File: src/rtl/pu_mult_arbiter_if.sv
// pu_mult_arbiter_if: requester request/response and multiplier PU signal bundle
interface pu_mult_arbiter_if #(
    parameter int DATA_WIDTH = 8,
    parameter int ATTR_WIDTH = 4
);
    logic [1:0] req_valid;
    logic [1:0] req_ready;
    logic [2*DATA_WIDTH-1:0] req_a;
    logic [2*DATA_WIDTH-1:0] req_b;
    logic [1:0] req_inv_a;
    logic [1:0] req_inv_b;
    logic [1:0] rsp_valid;
    logic [1:0] rsp_ready;
    logic [DATA_WIDTH-1:0] rsp_data;
    logic rsp_invalid;
    logic pu_signal_wr;
    logic pu_signal_sel;
    logic [DATA_WIDTH-1:0] pu_data_in;
    logic [ATTR_WIDTH:0] pu_attr_in;
    logic pu_signal_oe;
    logic [DATA_WIDTH-1:0] pu_data_out;
    logic [ATTR_WIDTH:0] pu_attr_out;
    modport master (
        output req_valid, req_a, req_b, req_inv_a, req_inv_b, rsp_ready, pu_data_out, pu_attr_out,
        input req_ready, rsp_valid, rsp_data, rsp_invalid,
        input pu_signal_wr, pu_signal_sel, pu_data_in, pu_attr_in, pu_signal_oe
    );
    modport slave (
        input req_valid, req_a, req_b, req_inv_a, req_inv_b, rsp_ready, pu_data_out, pu_attr_out,
        output req_ready, rsp_valid, rsp_data, rsp_invalid,
        output pu_signal_wr, pu_signal_sel, pu_data_in, pu_attr_in, pu_signal_oe
    );
endinterface

File: src/rtl/pu_mult_arbiter.sv
// pu_mult_arbiter: round-robin arbiter sharing one multiplier PU between two requesters
module pu_mult_arbiter #(
    parameter int DATA_WIDTH = 8,
    parameter int ATTR_WIDTH = 4,
    parameter int INVALID = 0,
    parameter int WAIT_CYCLES = 3
) (
    input logic clk,
    input logic rst,
    pu_mult_arbiter_if.slave bus
);
    localparam int CW = WAIT_CYCLES > 1 ? $clog2(WAIT_CYCLES) : 1;
    typedef enum logic [2:0] {IDLE, WR_A, WR_B, WAIT, READ, RESP} state_t;
    state_t state, state_nxt;
    logic prio, grant, pick, on, wr_a, wr_b, inv_a, inv_b, inv, unused_attr;
    logic [DATA_WIDTH-1:0] op_a, op_b, data;
    logic [CW-1:0] cnt;
    logic [ATTR_WIDTH:0] inv_mask;
    assign on = !rst;
    assign inv_mask = (ATTR_WIDTH+1)'(1) << INVALID;
    assign pick = bus.req_valid[prio] ? prio : !prio;
    assign unused_attr = ^bus.pu_attr_out;
    always_ff @(posedge clk) begin
        if (rst) begin
            state <= IDLE;
            prio <= 1'b0;
            grant <= 1'b0;
            cnt <= '0;
            op_a <= '0;
            op_b <= '0;
            inv_a <= 1'b0;
            inv_b <= 1'b0;
            data <= '0;
            inv <= 1'b0;
        end else begin
            state <= state_nxt;
            if (state == IDLE && |bus.req_valid) begin
                grant <= pick;
                prio <= !pick;
                op_a <= pick ? bus.req_a[2*DATA_WIDTH-1 -: DATA_WIDTH] : bus.req_a[DATA_WIDTH-1:0];
                op_b <= pick ? bus.req_b[2*DATA_WIDTH-1 -: DATA_WIDTH] : bus.req_b[DATA_WIDTH-1:0];
                inv_a <= bus.req_inv_a[pick];
                inv_b <= bus.req_inv_b[pick];
            end
            // reload as WR_B is entered so WAIT sees the full count on its first cycle
            if (state == WR_A) cnt <= CW'(WAIT_CYCLES - 1);
            else if (state == WAIT) cnt <= cnt - CW'(1);
            if (state == READ) begin
                data <= bus.pu_data_out;
                inv <= bus.pu_attr_out[INVALID];
            end
        end
    end
    always_comb begin
        state_nxt = state;
        unique case (state)
            IDLE: state_nxt = |bus.req_valid ? WR_A : IDLE;
            WR_A: state_nxt = WR_B;
            WR_B: state_nxt = WAIT;
            WAIT: state_nxt = cnt == '0 ? READ : WAIT;
            READ: state_nxt = RESP;
            RESP: state_nxt = bus.rsp_ready[grant] ? IDLE : RESP;
            default: state_nxt = IDLE;
        endcase
    end
    assign wr_a = on && state == WR_A;
    assign wr_b = on && state == WR_B;
    assign bus.req_ready = {2{on && state == IDLE && |bus.req_valid}} & (pick ? 2'b10 : 2'b01);
    assign bus.rsp_valid = {2{on && state == RESP}} & (grant ? 2'b10 : 2'b01);
    assign bus.rsp_data = on ? data : '0;
    assign bus.rsp_invalid = on && inv;
    assign bus.pu_signal_wr = wr_a || wr_b;
    assign bus.pu_signal_sel = wr_b;
    assign bus.pu_data_in = wr_a ? op_a : wr_b ? op_b : '0;
    assign bus.pu_attr_in = ((wr_a && inv_a) || (wr_b && inv_b)) ? inv_mask : '0;
    assign bus.pu_signal_oe = on && state == READ;
endmodule
File: src/flat_wrapper.sv
// flat-port wrapper written by rule: the top's interface ports become plain ports
module pu_mult_arbiter_flat 
#(
    parameter int DATA_WIDTH = 8,
    parameter int ATTR_WIDTH = 4,
    parameter int INVALID = 0,
    parameter int WAIT_CYCLES = 3
)
  (clk, rst, bus_req_valid, bus_req_a, bus_req_b, bus_req_inv_a, bus_req_inv_b, bus_rsp_ready, bus_pu_data_out, bus_pu_attr_out, bus_req_ready, bus_rsp_valid, bus_rsp_data, bus_rsp_invalid, bus_pu_signal_wr, bus_pu_signal_sel, bus_pu_data_in, bus_pu_attr_in, bus_pu_signal_oe);
  pu_mult_arbiter_if #(.DATA_WIDTH(DATA_WIDTH), .ATTR_WIDTH(ATTR_WIDTH)) bus_i ();
  input logic clk;
  input logic rst;
  input wire logic [$bits(bus_i.req_valid)-1:0] bus_req_valid;
  input wire logic [$bits(bus_i.req_a)-1:0] bus_req_a;
  input wire logic [$bits(bus_i.req_b)-1:0] bus_req_b;
  input wire logic [$bits(bus_i.req_inv_a)-1:0] bus_req_inv_a;
  input wire logic [$bits(bus_i.req_inv_b)-1:0] bus_req_inv_b;
  input wire logic [$bits(bus_i.rsp_ready)-1:0] bus_rsp_ready;
  input wire logic [$bits(bus_i.pu_data_out)-1:0] bus_pu_data_out;
  input wire logic [$bits(bus_i.pu_attr_out)-1:0] bus_pu_attr_out;
  output wire logic [$bits(bus_i.req_ready)-1:0] bus_req_ready;
  output wire logic [$bits(bus_i.rsp_valid)-1:0] bus_rsp_valid;
  output wire logic [$bits(bus_i.rsp_data)-1:0] bus_rsp_data;
  output wire logic [$bits(bus_i.rsp_invalid)-1:0] bus_rsp_invalid;
  output wire logic [$bits(bus_i.pu_signal_wr)-1:0] bus_pu_signal_wr;
  output wire logic [$bits(bus_i.pu_signal_sel)-1:0] bus_pu_signal_sel;
  output wire logic [$bits(bus_i.pu_data_in)-1:0] bus_pu_data_in;
  output wire logic [$bits(bus_i.pu_attr_in)-1:0] bus_pu_attr_in;
  output wire logic [$bits(bus_i.pu_signal_oe)-1:0] bus_pu_signal_oe;
  assign bus_i.req_valid = bus_req_valid;
  assign bus_i.req_a = bus_req_a;
  assign bus_i.req_b = bus_req_b;
  assign bus_i.req_inv_a = bus_req_inv_a;
  assign bus_i.req_inv_b = bus_req_inv_b;
  assign bus_i.rsp_ready = bus_rsp_ready;
  assign bus_i.pu_data_out = bus_pu_data_out;
  assign bus_i.pu_attr_out = bus_pu_attr_out;
  assign bus_req_ready = bus_i.req_ready;
  assign bus_rsp_valid = bus_i.rsp_valid;
  assign bus_rsp_data = bus_i.rsp_data;
  assign bus_rsp_invalid = bus_i.rsp_invalid;
  assign bus_pu_signal_wr = bus_i.pu_signal_wr;
  assign bus_pu_signal_sel = bus_i.pu_signal_sel;
  assign bus_pu_data_in = bus_i.pu_data_in;
  assign bus_pu_attr_in = bus_i.pu_attr_in;
  assign bus_pu_signal_oe = bus_i.pu_signal_oe;
  pu_mult_arbiter #(.DATA_WIDTH(DATA_WIDTH), .ATTR_WIDTH(ATTR_WIDTH), .INVALID(INVALID), .WAIT_CYCLES(WAIT_CYCLES)) u_core (.clk(clk), .rst(rst), .bus(bus_i));
endmodule
File: config.mk
export PLATFORM = sky130hd
export DESIGN_NAME = pu_mult_arbiter_flat
export DESIGN_NICKNAME = d
export VERILOG_FILES = /design/src/rtl/pu_mult_arbiter_if.sv /design/src/rtl/pu_mult_arbiter.sv /design/src/flat_wrapper.sv
export SDC_FILE = /design/constraint.sdc
export NUM_CORES = 1
export LEC_CHECK = 0
export ABC_CLOCK_PERIOD_IN_PS = 1850
export CORE_MARGIN = 2
export CORE_UTILIZATION = 42
export DETAILED_ROUTE_END_ITERATION = 16
export PLACE_DENSITY = 0.8
export SYNTH_ARGS = -nofsm -noshare
export SYNTH_HDL_FRONTEND = slang
export SYNTH_SLANG_ARGS = --single-unit
File: constraint.sdc
create_clock -name clk -period 1.85 [get_ports clk]
set_input_delay 0.37 -clock clk [delete_from_list [all_inputs] [get_ports clk]]
set_output_delay 0.37 -clock clk [all_outputs]
set_load 0.02 [all_outputs]
==> impl_metrics.ini <==
[sta]
hold_viol_final = 0
finalCritPeriodShare_pct = 98.7
setup_viol = 0
min_period_ns = 1.83
fmax_mhz = 548
finClkSkew_ns = 0.00335
worst_hold_slack_ns = 0.518
slew_viol_final = 0
grt_setup_unrepaired = yes

[critical_path]
setup.worst_path.class = register to output pin
critical_path.slowest_cell = dfxtp_2
crit_chain = buf_4 -> nor3_4 -> nand2_2 -> nor4_2 -> buf_2
critPathMaxStageDelay_ns = 0.36
worstPathArrival_ns = 1.46
worstPathMaxFanout = 5
cp.required_ns = 1.48
endpoint_kind = output pin
start_kind = register

[synth]
synth.most_common_cell = dfxtp_1
synth_edf_count = 0
synth_top_area_share_pct = 35.7
ys_seq_area_share_pct = 35.7
syn-instance-count = 205
yosysWarnings = 0
syn_area_um2 = 1910
async_reset_ff_share_pct = 0
synth_area_leaders = dfxtp_1 36%, a311oi_2 7.9%, a21oi_1 5.3%
synth-seq-cells = 34
syn_avg_cell_area_um2 = 9.30
synth_ff_type = dfxtp_1
yosysUniqueCellTypes = 42
yosysTopAreaCell = dfxtp_1
synth_common_cells = 34 x dfxtp_1, 20 x a21oi_1, 19 x nand3_1

[clocking]
clock_sinks = 34
clk_pin_slew_worst_paths_ns = 0.07
post_cts_buffers = 0
clk_latency_ns = 0.29
cts_hold_buf = 0
clock-root-buffer = clkbuf_8
cts_tree = yes
cts_max_level = 2
cts-buffers-inserted = 5
cts.path.max_buffers = 2

[global_routing]
grt_pass1_wl_um = 8630
track_usage_pct = 21.4
grt_max_degree = 24
grt_antenna_before_repair = 0
grt_pass1_vias = 1906
grt-ovfl-total = 0

[route]
totalWireLength_um = 5240
drt-wirelength-per-cell_um = 15.3
vias = 1924
drtPass1Iterations = 4
via_per_inst = 5.61
ant_nets = 0
drtIter0Drc = 83
drc = 0

[power]
leakagePower_nw = 1.18
ir_drop_mv = 0.579
power_density_nw_per_um2 = 915

[job]
maxCapViolations = 0

[placed_design]
dpl.hpwl_um = 3800
portBuffers = 75
dp.cells = 333
gp_congestion = 0.828

[finish]
fin_util_pct = 65.1
final_nets = 346
layout-drive-gt1-share_pct = 30.9
syn2layout_area_growth_pct = 48.7
antenna_cells = 0
layoutNonFillerInstCount = 343

[status]
outcome = finished, final reports clean

[floorplan]
die_w_um = 71.4
rows = 24
ios = 84
dieArea_um2 = 5090
dieHeight_um = 71.4
core_area_um2 = 4350
initial_core_util_pct = 43.8

[min_path]
hold_class = register to register
-- cells by family (layout without fill, tap and decap cells) --
kind of cell | after synthesis | in the layout | synth area share, %
other | 1 | 4 | 0.197
DFF | 34 | 34 | 35.7
adders and majority gates | 1 | 1 | 0.656
AOI/OAI and AO/OA | 81 | 81 | 34.2
muxes | 2 | 2 | 1.12
buffers and inverters | 31 | 114 | 9.78
and+or+nand+nor | 55 | 55 | 18.3
-- area by class of cell --
type | count | area [um^2]
Inverter | 3 | 11.3
Multi-Input combinational cell | 143 | 1090
Sequential cell | 34 | 684
Clock inverter | 1 | 5.00
Tap cell | 52 | 65.1
Fill cell | 370 | 1520
Timing Repair Buffer | 103 | 891
Clock buffer | 7 | 86.3
-- routing by layer --
layer	share of wire (%)	global-route usage [%]	wire length, um	vias up
met5	0	0	0	-
met4	2.4	9.85	125	0
met3	8.1	5.49	426	12
met2	50	35.7	2600	81
met1	40	25.8	2080	892
li1	-	-	-	939
-- cells in the final DEF, fill, tap and decap left out, types with 6 or more instances in the layout --
master           instances
o21ai_0                 18
nor2b_1                 10
a21oi_1                 20
buf_2                   14
buf_4                   28
dfxtp_1                 31
o22a_2                   9
nand3_1                 19
a22o_1                   9
dlygate4sd2_1            9
clkbuf_8                 6
clkdlybuf4s50_1         47
a311oi_1                 9
a311oi_2                10
-- where the power goes --
group | switching, mW | leakage [nW] | total (mW) | internal, mW
Combinational | 0.548 | 0.852 | 1.06 | 0.508
Sequential | 0.0975 | 0.281 | 0.972 | 0.874
Clock | 0.265 | 0.0482 | 0.565 | 0.300
Total | 0.911 | 1.18 | 2.59 | 1.68
-- final timing paths --
| check | from | endpoint | slack, ns | cells past startpoint |
|---|---|---|---|---|
| min reg2reg | u_core.cnt[1]$_SDFFE_PP0P_ | u_core.cnt[1]$_SDFFE_PP0P_ | 0.52 | 2 |
| min | u_core.cnt[1]$_SDFFE_PP0P_ | u_core.cnt[1]$_SDFFE_PP0P_ | 0.52 | 2 |
| max reg2reg | u_core.state[0]$_SDFF_PP0_ | u_core.op_b[2]$_SDFFE_PP0P_ | 0.17 | 5 |
| max | u_core.state[0]$_SDFF_PP0_ | bus_req_ready[1] | 0.02 | 5 |
-- critical path: cells and delay by family (launching register included) --
kind                   cells  cell delay (ns)
flip-flops                 1             0.36
AND/OR/NAND/NOR            3             0.47
buffers and inverters      2             0.35
-- sequential cells by signal, summed over array words and instances (netlist names) --
signal / count
u_core.data: 8
u_core.op_a: 8
u_core.op_b: 8
u_core.state: 3
u_core.cnt: 2
u_core.grant: 1
u_core.inv: 1
u_core.inv_a: 1
u_core.inv_b: 1
u_core.prio: 1
-- through the flow --
| step | setup TNS [ns] | power [mW] | area, um^2 | setup slack (ns) |
|---|---|---|---|---|
| floorplan | 0 | 1.68 | 1920 | 0.0425 |
| global placement | -5.22 | 2.01 | 2770 | -0.469 |
| detailed placement | -6.61 | 2.04 | 2770 | -0.523 |
| CTS | 0 | 2.59 | 2820 | 0.00138 |
| global route | -0.415 | 2.75 | 2830 | -0.0508 |
| finish | 0 | 2.59 | 2830 | 0.0249 |
-- repair_timing --
action,in CTS,in global routing
gates resized for setup,81,15
gates cloned,1,1
setup endpoints to repair,21,16
pin swaps,0,3
No activity file was read; power rests on OpenSTA's default activity.
